$ cat config.mk
export PLATFORM = sky130hd
export DESIGN_NAME = fetch_pc_unit
export DESIGN_NICKNAME = d
export VERILOG_FILES = /design/src/rtl/fetch_pc_unit.sv
export SDC_FILE = /design/constraint.sdc
export NUM_CORES = 1
export LEC_CHECK = 0
export ABC_AREA = 1
export BUFFER_PORTS_ARGS = -buffer_cell sky130_fd_sc_hd__buf_2
export CORE_ASPECT_RATIO = 1.1
export CORE_UTILIZATION = 54
export CTS_BUF_LIST = sky130_fd_sc_hd__clkbuf_4 sky130_fd_sc_hd__clkbuf_8 sky130_fd_sc_hd__clkbuf_16
export DETAILED_ROUTE_END_ITERATION = 10
export GPL_TIMING_DRIVEN = 0
export PLACE_DENSITY = 0.78
export SLEW_MARGIN = 30
export SYNTH_ARGS = -nofsm -noshare
export SYNTH_HDL_FRONTEND = slang
export SYNTH_SLANG_ARGS = --single-unit
$ cat constraint.sdc
create_clock -name clk -period 1.8 [get_ports clk]
set_input_delay 0.27 -clock clk [delete_from_list [all_inputs] [get_ports clk]]
set_output_delay 0.27 -clock clk [all_outputs]
set_load 0.05 [all_outputs]
$ cat src/rtl/fetch_pc_unit.sv
// IF-stage PC generator: one outstanding SRAM-like fetch, delivers {pc, instr} to ID,
// applies exception redirects and MIPS delay-slot branch redirects (immediate or deferred).
module fetch_pc_unit #(
   parameter logic [31:0] RESET_PC = 32'hBFC0_0000
) (
   input  logic        clk,
   input  logic        rst_n,
   input  logic        br_taken,
   input  logic [31:0] br_address,
   input  logic        br_ds_fetched,
   input  logic        exc_valid,
   input  logic [31:0] exc_target,
   output logic        inst_req,
   output logic [31:0] inst_addr,
   input  logic        inst_addr_ok,
   input  logic        inst_data_ok,
   input  logic [31:0] inst_rdata,
   output logic        if_valid,
   output logic [31:0] if_pc,
   output logic [31:0] if_instr,
   output logic        if_addr_err,
   input  logic        id_ready
);

   typedef enum logic [1:0] {
      S_REQ       = 2'd0,
      S_WAIT_DATA = 2'd1,
      S_HOLD      = 2'd2
   } state_t;

   state_t      state;
   logic [31:0] fetch_pc;
   logic [31:0] req_pc;
   logic [31:0] pend_tgt;
   logic        pending;
   logic        discard;

   logic        pc_misaligned;
   logic        redirect_now;
   logic [31:0] redirect_tgt;
   logic        handshake;

   assign pc_misaligned = (fetch_pc[1:0] != 2'b00);
   assign inst_req      = (state == S_REQ) && !pc_misaligned;
   assign inst_addr     = fetch_pc;
   assign handshake     = (state == S_HOLD) && id_ready;

   // Exception beats an immediate branch redirect when both arrive together.
   assign redirect_now  = exc_valid || (br_taken && br_ds_fetched);
   assign redirect_tgt  = exc_valid ? exc_target : br_address;

   always_ff @(posedge clk) begin
      if (!rst_n) begin
         state       <= S_REQ;
         fetch_pc    <= RESET_PC;
         req_pc      <= '0;
         pend_tgt    <= '0;
         pending     <= 1'b0;
         discard     <= 1'b0;
         if_valid    <= 1'b0;
         if_pc       <= '0;
         if_instr    <= '0;
         if_addr_err <= 1'b0;
      end else begin
         unique case (state)
            S_REQ: begin
               if (pc_misaligned) begin
                  if (!redirect_now) begin
                     state       <= S_HOLD;
                     if_valid    <= 1'b1;
                     if_pc       <= fetch_pc;
                     if_instr    <= '0;
                     if_addr_err <= 1'b1;
                  end
               end else if (inst_addr_ok) begin
                  state    <= S_WAIT_DATA;
                  req_pc   <= fetch_pc;
                  fetch_pc <= fetch_pc + 32'd4;
               end
            end
            S_WAIT_DATA: begin
               if (inst_data_ok) begin
                  if (discard || redirect_now) begin
                     state   <= S_REQ;
                     discard <= 1'b0;
                  end else begin
                     state       <= S_HOLD;
                     if_valid    <= 1'b1;
                     if_pc       <= req_pc;
                     if_instr    <= inst_rdata;
                     if_addr_err <= 1'b0;
                  end
               end
            end
            S_HOLD: begin
               if (id_ready) begin
                  state    <= S_REQ;
                  if_valid <= 1'b0;
                  if (pending) begin
                     fetch_pc <= pend_tgt;
                     pending  <= 1'b0;
                  end
               end
            end
            default: state <= S_REQ;
         endcase

         // Redirect overlay: later assignments override the per-state updates above.
         if (redirect_now) begin
            fetch_pc <= redirect_tgt;
            pending  <= 1'b0;
            unique case (state)
               S_HOLD: begin
                  state    <= S_REQ;
                  if_valid <= 1'b0;
               end
               S_WAIT_DATA: begin
                  if (!inst_data_ok)
                     discard <= 1'b1;
               end
               S_REQ: begin
                  if (!pc_misaligned && inst_addr_ok)
                     discard <= 1'b1;
               end
               default: ;
            endcase
         end else if (br_taken) begin
            // Slot leaving ID this very cycle: no need to defer.
            if (handshake) begin
               fetch_pc <= br_address;
               pending  <= 1'b0;
            end else begin
               pending  <= 1'b1;
               pend_tgt <= br_address;
            end
         end
      end
   end

endmodule

==> impl_metrics.json, run 1 <==
{
  "synth_cell_types": 41,
  "root_buffer": "clkbuf_16",
  "syn-instance-count": 1186,
  "internal-power_mw": 6.82,
  "num_rows": 46,
  "crit_fanout": 5,
  "layout_setup_ws_ps": -19.6,
  "portBuffers": 201,
  "synth_fp_nets": 1291,
  "r2r-end": "inst_addr[10]",
  "ios": 203,
  "grt_usage": 0.364,
  "hold_viol_final": 0,
  "setup_viol": 1,
  "overflow": 0,
  "clk_pin_slew_ps": 70,
  "cp.required_ps": 2090,
  "multi_input_area_mm2": 0.00429,
  "cp.arrival_ps": 2110,
  "core_region_area_mm2": 0.0144,
  "ff_latch_area_mm2": 0.00339,
  "routed_wl_mm": 28.5,
  "ys_seq_area_frac": 0.414,
  "clockBufferDepth": 2,
  "nets": 1540,
  "p_per_area_mw_per_mm2": 945,
  "cp-end-kind": "flop",
  "numClockSinks": 166,
  "insertedDiodeCount": 0,
  "fmaxAchievable_ghz": 0.550,
  "ys_async_sr_fraction": 0,
  "synth_top_flop_cell": "dfxtp_1",
  "initial_core_util": 0.555,
  "power_mw": 9.93,
  "hpwlAfterDp_mm": 20.4,
  "finalWeightedCongestion": 0.985,
  "min_period_ps": 1820,
  "die_h_um": 130,
  "rr_startpoint": "inst_addr[0]",
  "synth_edf_count": 0,
  "dp_cells": 1579,
  "r2r_slack_ps": -20,
  "seqPwrFrac": 0.420,
  "vias": 9406,
  "outcome": "finished with violations",
  "cts-buffers-inserted": 17,
  "swShare": 0.314,
  "die_x_um": 118,
  "peakVddDrop_mv": 0.537,
  "final_common_cell": "nand2_1",
  "hold-path-cell-count": 3,
  "drt_first_pass_iters": 5,
  "syn_area_mm2": 0.00802,
  "grt_max_degree": 17,
  "synth.avg_cell_area_um2": 6.77,
  "tightest_slew_ps": 712,
  "rsz0062_at_grt": "true",
  "stdcell_count": 1639,
  "p_clk_frac": 0.376,
  "maxCapViolCount": 0,
  "synthToLayoutAreaGrowth_pct": 31.0,
  "worstHoldStart": "inst_rdata[26]",
  "wl_per_cell_um": 17.4,
  "violations": "negative setup slack",
  "slew_viol_final": 0,
  "num-fill-cells": 1229,
  "switching_power_mw": 3.12,
  "antenna_found_initial": 0,
  "finalClockSkew_ps": 7.04,
  "dieArea_mm2": 0.0154,
  "grt_pass1_vias": 8613,
  "ys_seq_elements": 166,
  "ant_nets": 0,
  "vias_per_cell": 5.74,
  "dr.first_iter.drc_count": 979,
  "layout_worst_path_cycle_share": 1.01,
  "cts_hold_buf": 0,
  "clkLatencyLatePin_ps": 440,
  "whs_endpoint": "if_instr[26]",
  "ys_warn_count": 0,
  "reg2regPathDepth": 9,
  "hp-class": "in2reg",
  "relSlewSlack": 0.526,
  "path_class": "reg2reg",
  "final_cell_mix": "nand2_1 (280), buf_2 (210), dfxtp_1 (141)",
  "startpoint_type": "flop",
  "cts_tree": "done",
  "drive_above_1_share": 0.267,
  "p_leak_nw": 4.82,
  "drc": 0,
  "grt_pass1_wl_mm": 43.4,
  "power_frac_comb": 0.204,
  "htreeDepth": 4
}
-- Yosys cell counts, types with 5 or more instances --
| master | number | area (µm²) |
|---|---|---|
| inv_2 | 9 | 33.8 |
| nand4_1 | 8 | 50.1 |
| clkbuf_1 | 56 | 210 |
| o21ai_1 | 32 | 160 |
| buf_4 | 6 | 45.0 |
| o211ai_1 | 8 | 60.1 |
| nor2_1 | 145 | 544 |
| nand2_1 | 286 | 1070 |
| a31oi_1 | 35 | 219 |
| dfxtp_1 | 166 | 3320 |
| nor3_1 | 7 | 35.0 |
| nor2_2 | 5 | 31.3 |
| a21oi_1 | 138 | 691 |
| inv_1 | 57 | 214 |
| o21ai_0 | 107 | 536 |
| a211oi_1 | 10 | 75.1 |
| nand3_1 | 39 | 195 |
| buf_2 | 18 | 90.1 |
| a221oi_1 | 11 | 96.3 |
-- worst max path at each step --
stage                        startpoint             to  slack (ps)  depth (start not counted)
after floorplan            inst_addr[5]  inst_addr[27]           9                         13
after global placement    br_ds_fetched      if_pc[14]        -380                         13
after detailed placement  br_ds_fetched      if_pc[12]        -410                         13
after CTS                       pending   inst_addr[6]         -30                          8
after global routing       inst_addr[0]  inst_addr[17]         -70                         11
final                      inst_addr[0]  inst_addr[10]         -20                          9
-- cell families (layout without fill, tap and decap cells) --
family                     count (synthesis)  after routing  synth area share
AOI/OAI and AO/OA                        353            353             0.240
buffers and inverters                    153            413            0.0786
xor gates and xnor gates                   5              5           0.00546
DFF                                      166            166             0.414
adders and majority gates                  1              1           0.00156
and+or+nand+nor                          508            509             0.260
-- power by group through the flow --
stage          Clock [mW]  Sequential [mW]  Combinational [mW]
2_1_floorplan           0             4.61               0.863
3_3_place_gp            0             4.19                1.85
3_5_place_dp            0             4.20                1.87
4_1_cts              3.73             4.15                1.90
5_1_grt              3.90             4.20                2.18
6_report             3.73             4.18                2.03
-- sequential cells by signal (all words and copies together) (netlist names) --
signal       flops
discard          1
pending          1
if_addr_err      1
pend_tgt        32
if_valid         1
if_pc           32
state            2
req_pc          32
inst_addr       32
if_instr        32
-- layout make-up --
cell class,count,share of cell area
Inverter,67,0.0258
Buffer,74,0.0355
Timing Repair inverter,1,0.000476
Clock inverter,9,0.0120
Timing Repair Buffer,240,0.128
Sequential cell,166,0.323
Multi-Input combinational cell,868,0.408
Clock buffer,22,0.0446
Tap cell,192,0.0229
-- metal layers --
metal	share of wire	GRT usage	routed length, µm	vias up
met1	0.39	0.441	11200	4242
met2	0.46	0.609	13200	593
met5	0	0	0	-
li1	-	-	-	4474
met3	0.11	0.0861	3010	97
met4	0.041	0.180	1160	0
-- stage by stage --
| stage | area (µm²) | setup TNS (ps) | utilization | hold slack, ps | worst slack (ps) |
|---|---|---|---|---|---|
| after floorplan | 8060 | 0 | - | 405 | 9.25 |
| after global placement | 9300 | -40750 | 0.644 | 440 | -376 |
| after detailed placement | 9300 | -43620 | 0.644 | 448 | -410 |
| after CTS | 10100 | -28.1 | 0.702 | 77.1 | -28.1 |
| after global routing | 10500 | -298 | 0.728 | 80.4 | -71.7 |
| final | 10500 | -19.6 | 0.728 | 77.7 | -19.6 |
-- worst max-delay path, cell delays in order, from the launching register on --
cell and delay, ps:
dfxtp_4 350, nor2_4 180, nand2_8 110, nor3_4 250, buf_4 150, nand2_1 70
o211ai_1 280, nand2_1 110, nand2_1 80, a21oi_1 70
-- repair_timing --
item                                   CTS  global route
endpoints found under the hold margin    0             0
pin swaps                               12            18
setup endpoints to repair              138           143
buffers inserted                        15            24
cloned                                   1             1
gates resized for setup                 43            63
(Power assumes the default switching activity.)
==> run 2: changes to the inputs <==
- ABC_AREA: 1 -> not set
- CAP_MARGIN: not set -> 20
==> impl_metrics.json, run 2 <==
{
  "clk_pin_slew_ps": 70,
  "ys_seq_elements": 166,
  "holdWs_ps": 79.7,
  "finalClockSkew_ps": 10.2,
  "grt_pass1_wl_mm": 43.1,
  "numClockSinks": 166,
  "power_mw": 10.1,
  "cp.required_ps": 1530,
  "p_clk_frac": 0.380,
  "synth_edf_count": 0,
  "synth_top_area_cell": "dfxtp_1",
  "ys_async_sr_fraction": 0,
  "violations": "negative setup slack",
  "num_rows": 46,
  "clkLatencyLatePin_ps": 430,
  "htreeDepth": 4,
  "path_class": "reg2out",
  "synth_fp_nets": 1081,
  "clockBufferDepth": 2,
  "netlist_top_cells_area": "dfxtp_1 (41%), nand2_1 (9.6%), a21boi_0 (6.2%)",
  "slowest_delay_ps": 370,
  "overflow": 0,
  "fmaxAchievable_ghz": 0.513,
  "utilization": 0.739,
  "synth_top_flop_cell": "dfxtp_1",
  "core_region_area_mm2": 0.0146,
  "switching_power_mw": 3.29,
  "cp_cell_sequence": "buf_8 > or2_4 > clkbuf_16 > nor3_4 > buf_6",
  "root_buffer": "clkbuf_16",
  "ant_nets": 0,
  "grt_max_degree": 17,
  "dieArea_mm2": 0.0157,
  "slew_viol_final": 0,
  "syn-instance-count": 976,
  "hpwlAfterDp_mm": 19.9,
  "cts-buffers-inserted": 17,
  "power_frac_comb": 0.212,
  "initial_core_util": 0.561,
  "seqPwrFrac": 0.408,
  "synthToLayoutAreaGrowth_pct": 31.6,
  "swShare": 0.325,
  "vias_per_cell": 6.05,
  "die_x_um": 120,
  "drt_first_pass_iters": 6,
  "drc": 0,
  "peakVddDrop_mv": 0.646,
  "relSlewSlack": 0.387,
  "cp-end-kind": "primary output",
  "finalWeightedCongestion": 0.961,
  "drive_above_1_share": 0.312,
  "tightest_slew_ps": 919,
  "dp_cells": 1369,
  "hold_viol_final": 0,
  "final_cell_mix": "buf_2 (215), nand2_1 (207), dfxtp_1 (139)",
  "stdcell_count": 1427,
  "synth_commonest_cells": "nand2_1 (210), dfxtp_1 (166), a21boi_0 (68)",
  "antenna_found_initial": 1,
  "num-fill-cells": 1147,
  "rsz0062_at_grt": "true",
  "startpoint_type": "flop",
  "setup_viol": 13,
  "rr_startpoint": "inst_addr[1]",
  "portBuffers": 201,
  "min_period_ps": 1950,
  "cp-startpoint": "state[1]",
  "p_leak_nw": 4.96,
  "yosysMostFrequentCell": "nand2_1",
  "layout_setup_ws_ps": -151,
  "crit_fanout": 10,
  "p_per_area_mw_per_mm2": 939,
  "worstHoldStart": "exc_target[1]",
  "ys_warn_count": 0,
  "wl_per_cell_um": 19.8,
  "cp_top_family": "buffers and inverters",
  "nets": 1326,
  "grt_pass1_vias": 8038,
  "die_h_um": 131,
  "syn_area_mm2": 0.00821,
  "vias": 8640,
  "synth_top_area_share": 0.405,
  "internal-power_mw": 6.84,
  "ios": 203,
  "cp.arrival_ps": 1680,
  "ys_seq_area_frac": 0.405,
  "ff_latch_area_mm2": 0.00339,
  "final_common_cell": "buf_2",
  "maxCapViolCount": 0,
  "dr.first_iter.drc_count": 966,
  "cts_tree": "done",
  "slowest_stage": "dfxtp_4",
  "multi_input_area_mm2": 0.00472,
  "synth.avg_cell_area_um2": 8.41,
  "path_buf_inv": 3,
  "hp-class": "in2reg",
  "synth_cell_types": 68,
  "layout_worst_path_cycle_share": 1.08,
  "outcome": "finished with violations",
  "routed_wl_mm": 28.2,
  "grt_usage": 0.350
}
==> run 2: cell type report <==
type	count	share of cell area
multi-input cells	715	0.437
flip-flops and latches	166	0.314
repair buffers	233	0.120
plain buffers	81	0.0462
clock buffers	17	0.0394
well taps	192	0.0223
clock inverters	15	0.0178
inverters	7	0.00243
diodes	1	0.000232
==> run 2: power by group through the flow <==
stage	Clock, mW	Sequential, mW	Combinational [mW]
2_1_floorplan	0	4.60	0.927
3_3_place_gp	0	4.18	1.97
3_5_place_dp	0	4.19	1.98
4_1_cts	3.84	4.11	2.07
5_1_grt	4.02	4.15	2.27
6_report	3.85	4.13	2.15
==> run 2: cell families (layout without fill, tap and decap cells) <==
logic type	count (synthesis)	after routing	synth area share
multiplexers	39	39	0.0476
XOR/XNOR	17	17	0.0181
buffers and inverters	95	353	0.0489
AO/OA/AOI/OAI	280	280	0.258
AND/OR/NAND/NOR	378	378	0.221
adder cells (fa/ha/maj)	1	1	0.00152
flip-flops	166	166	0.405
other	0	1	0
==> run 2: worst reg2reg max path: cells and delay by family, from the launching register on <==
family / cells / cell delay, ps
simple gates: 3 / 760
buf+inv: 1 / 190
flops: 1 / 380
compound gates: 1 / 260
xor+xnor: 1 / 130
==> run 2: layer usage <==
metal  GRT usage  wire length [µm]  vias up
met1       0.430             10800     3959
met3      0.0846              3120       95
met5           0                 0        -
li1            -                 -     3982
met2       0.568             13300      604
met4       0.171              1070        0
==> run 2: path summary, 6_finish.rpt <==
path / end / slack [ps] / cells after the start
setup / recovery: inst_req / -150 / 5
hold / removal: inst_addr[1] / 80 / 3
setup reg to reg: inst_addr[31] / -50 / 6
hold reg to reg: req_pc[6] / 460 / 2
==> run 2: timing repair <==
action,4_1_cts,5_1_grt
setup buffers,22,10
hold buffers,0,0
setup endpoints to repair,155,140
pin swaps,16,14
resized for setup,71,48
==> run 2: metrics by stage <==
step / cell area, µm² / setup slack, ps / TNS [ps]
after floorplan: 8360 / -76.1 / -266
after global placement: 9600 / -670 / -50400
after detailed placement: 9600 / -643 / -52610
after CTS: 10600 / -137 / -289
after global routing: 10800 / -161 / -3230
final: 10800 / -151 / -472
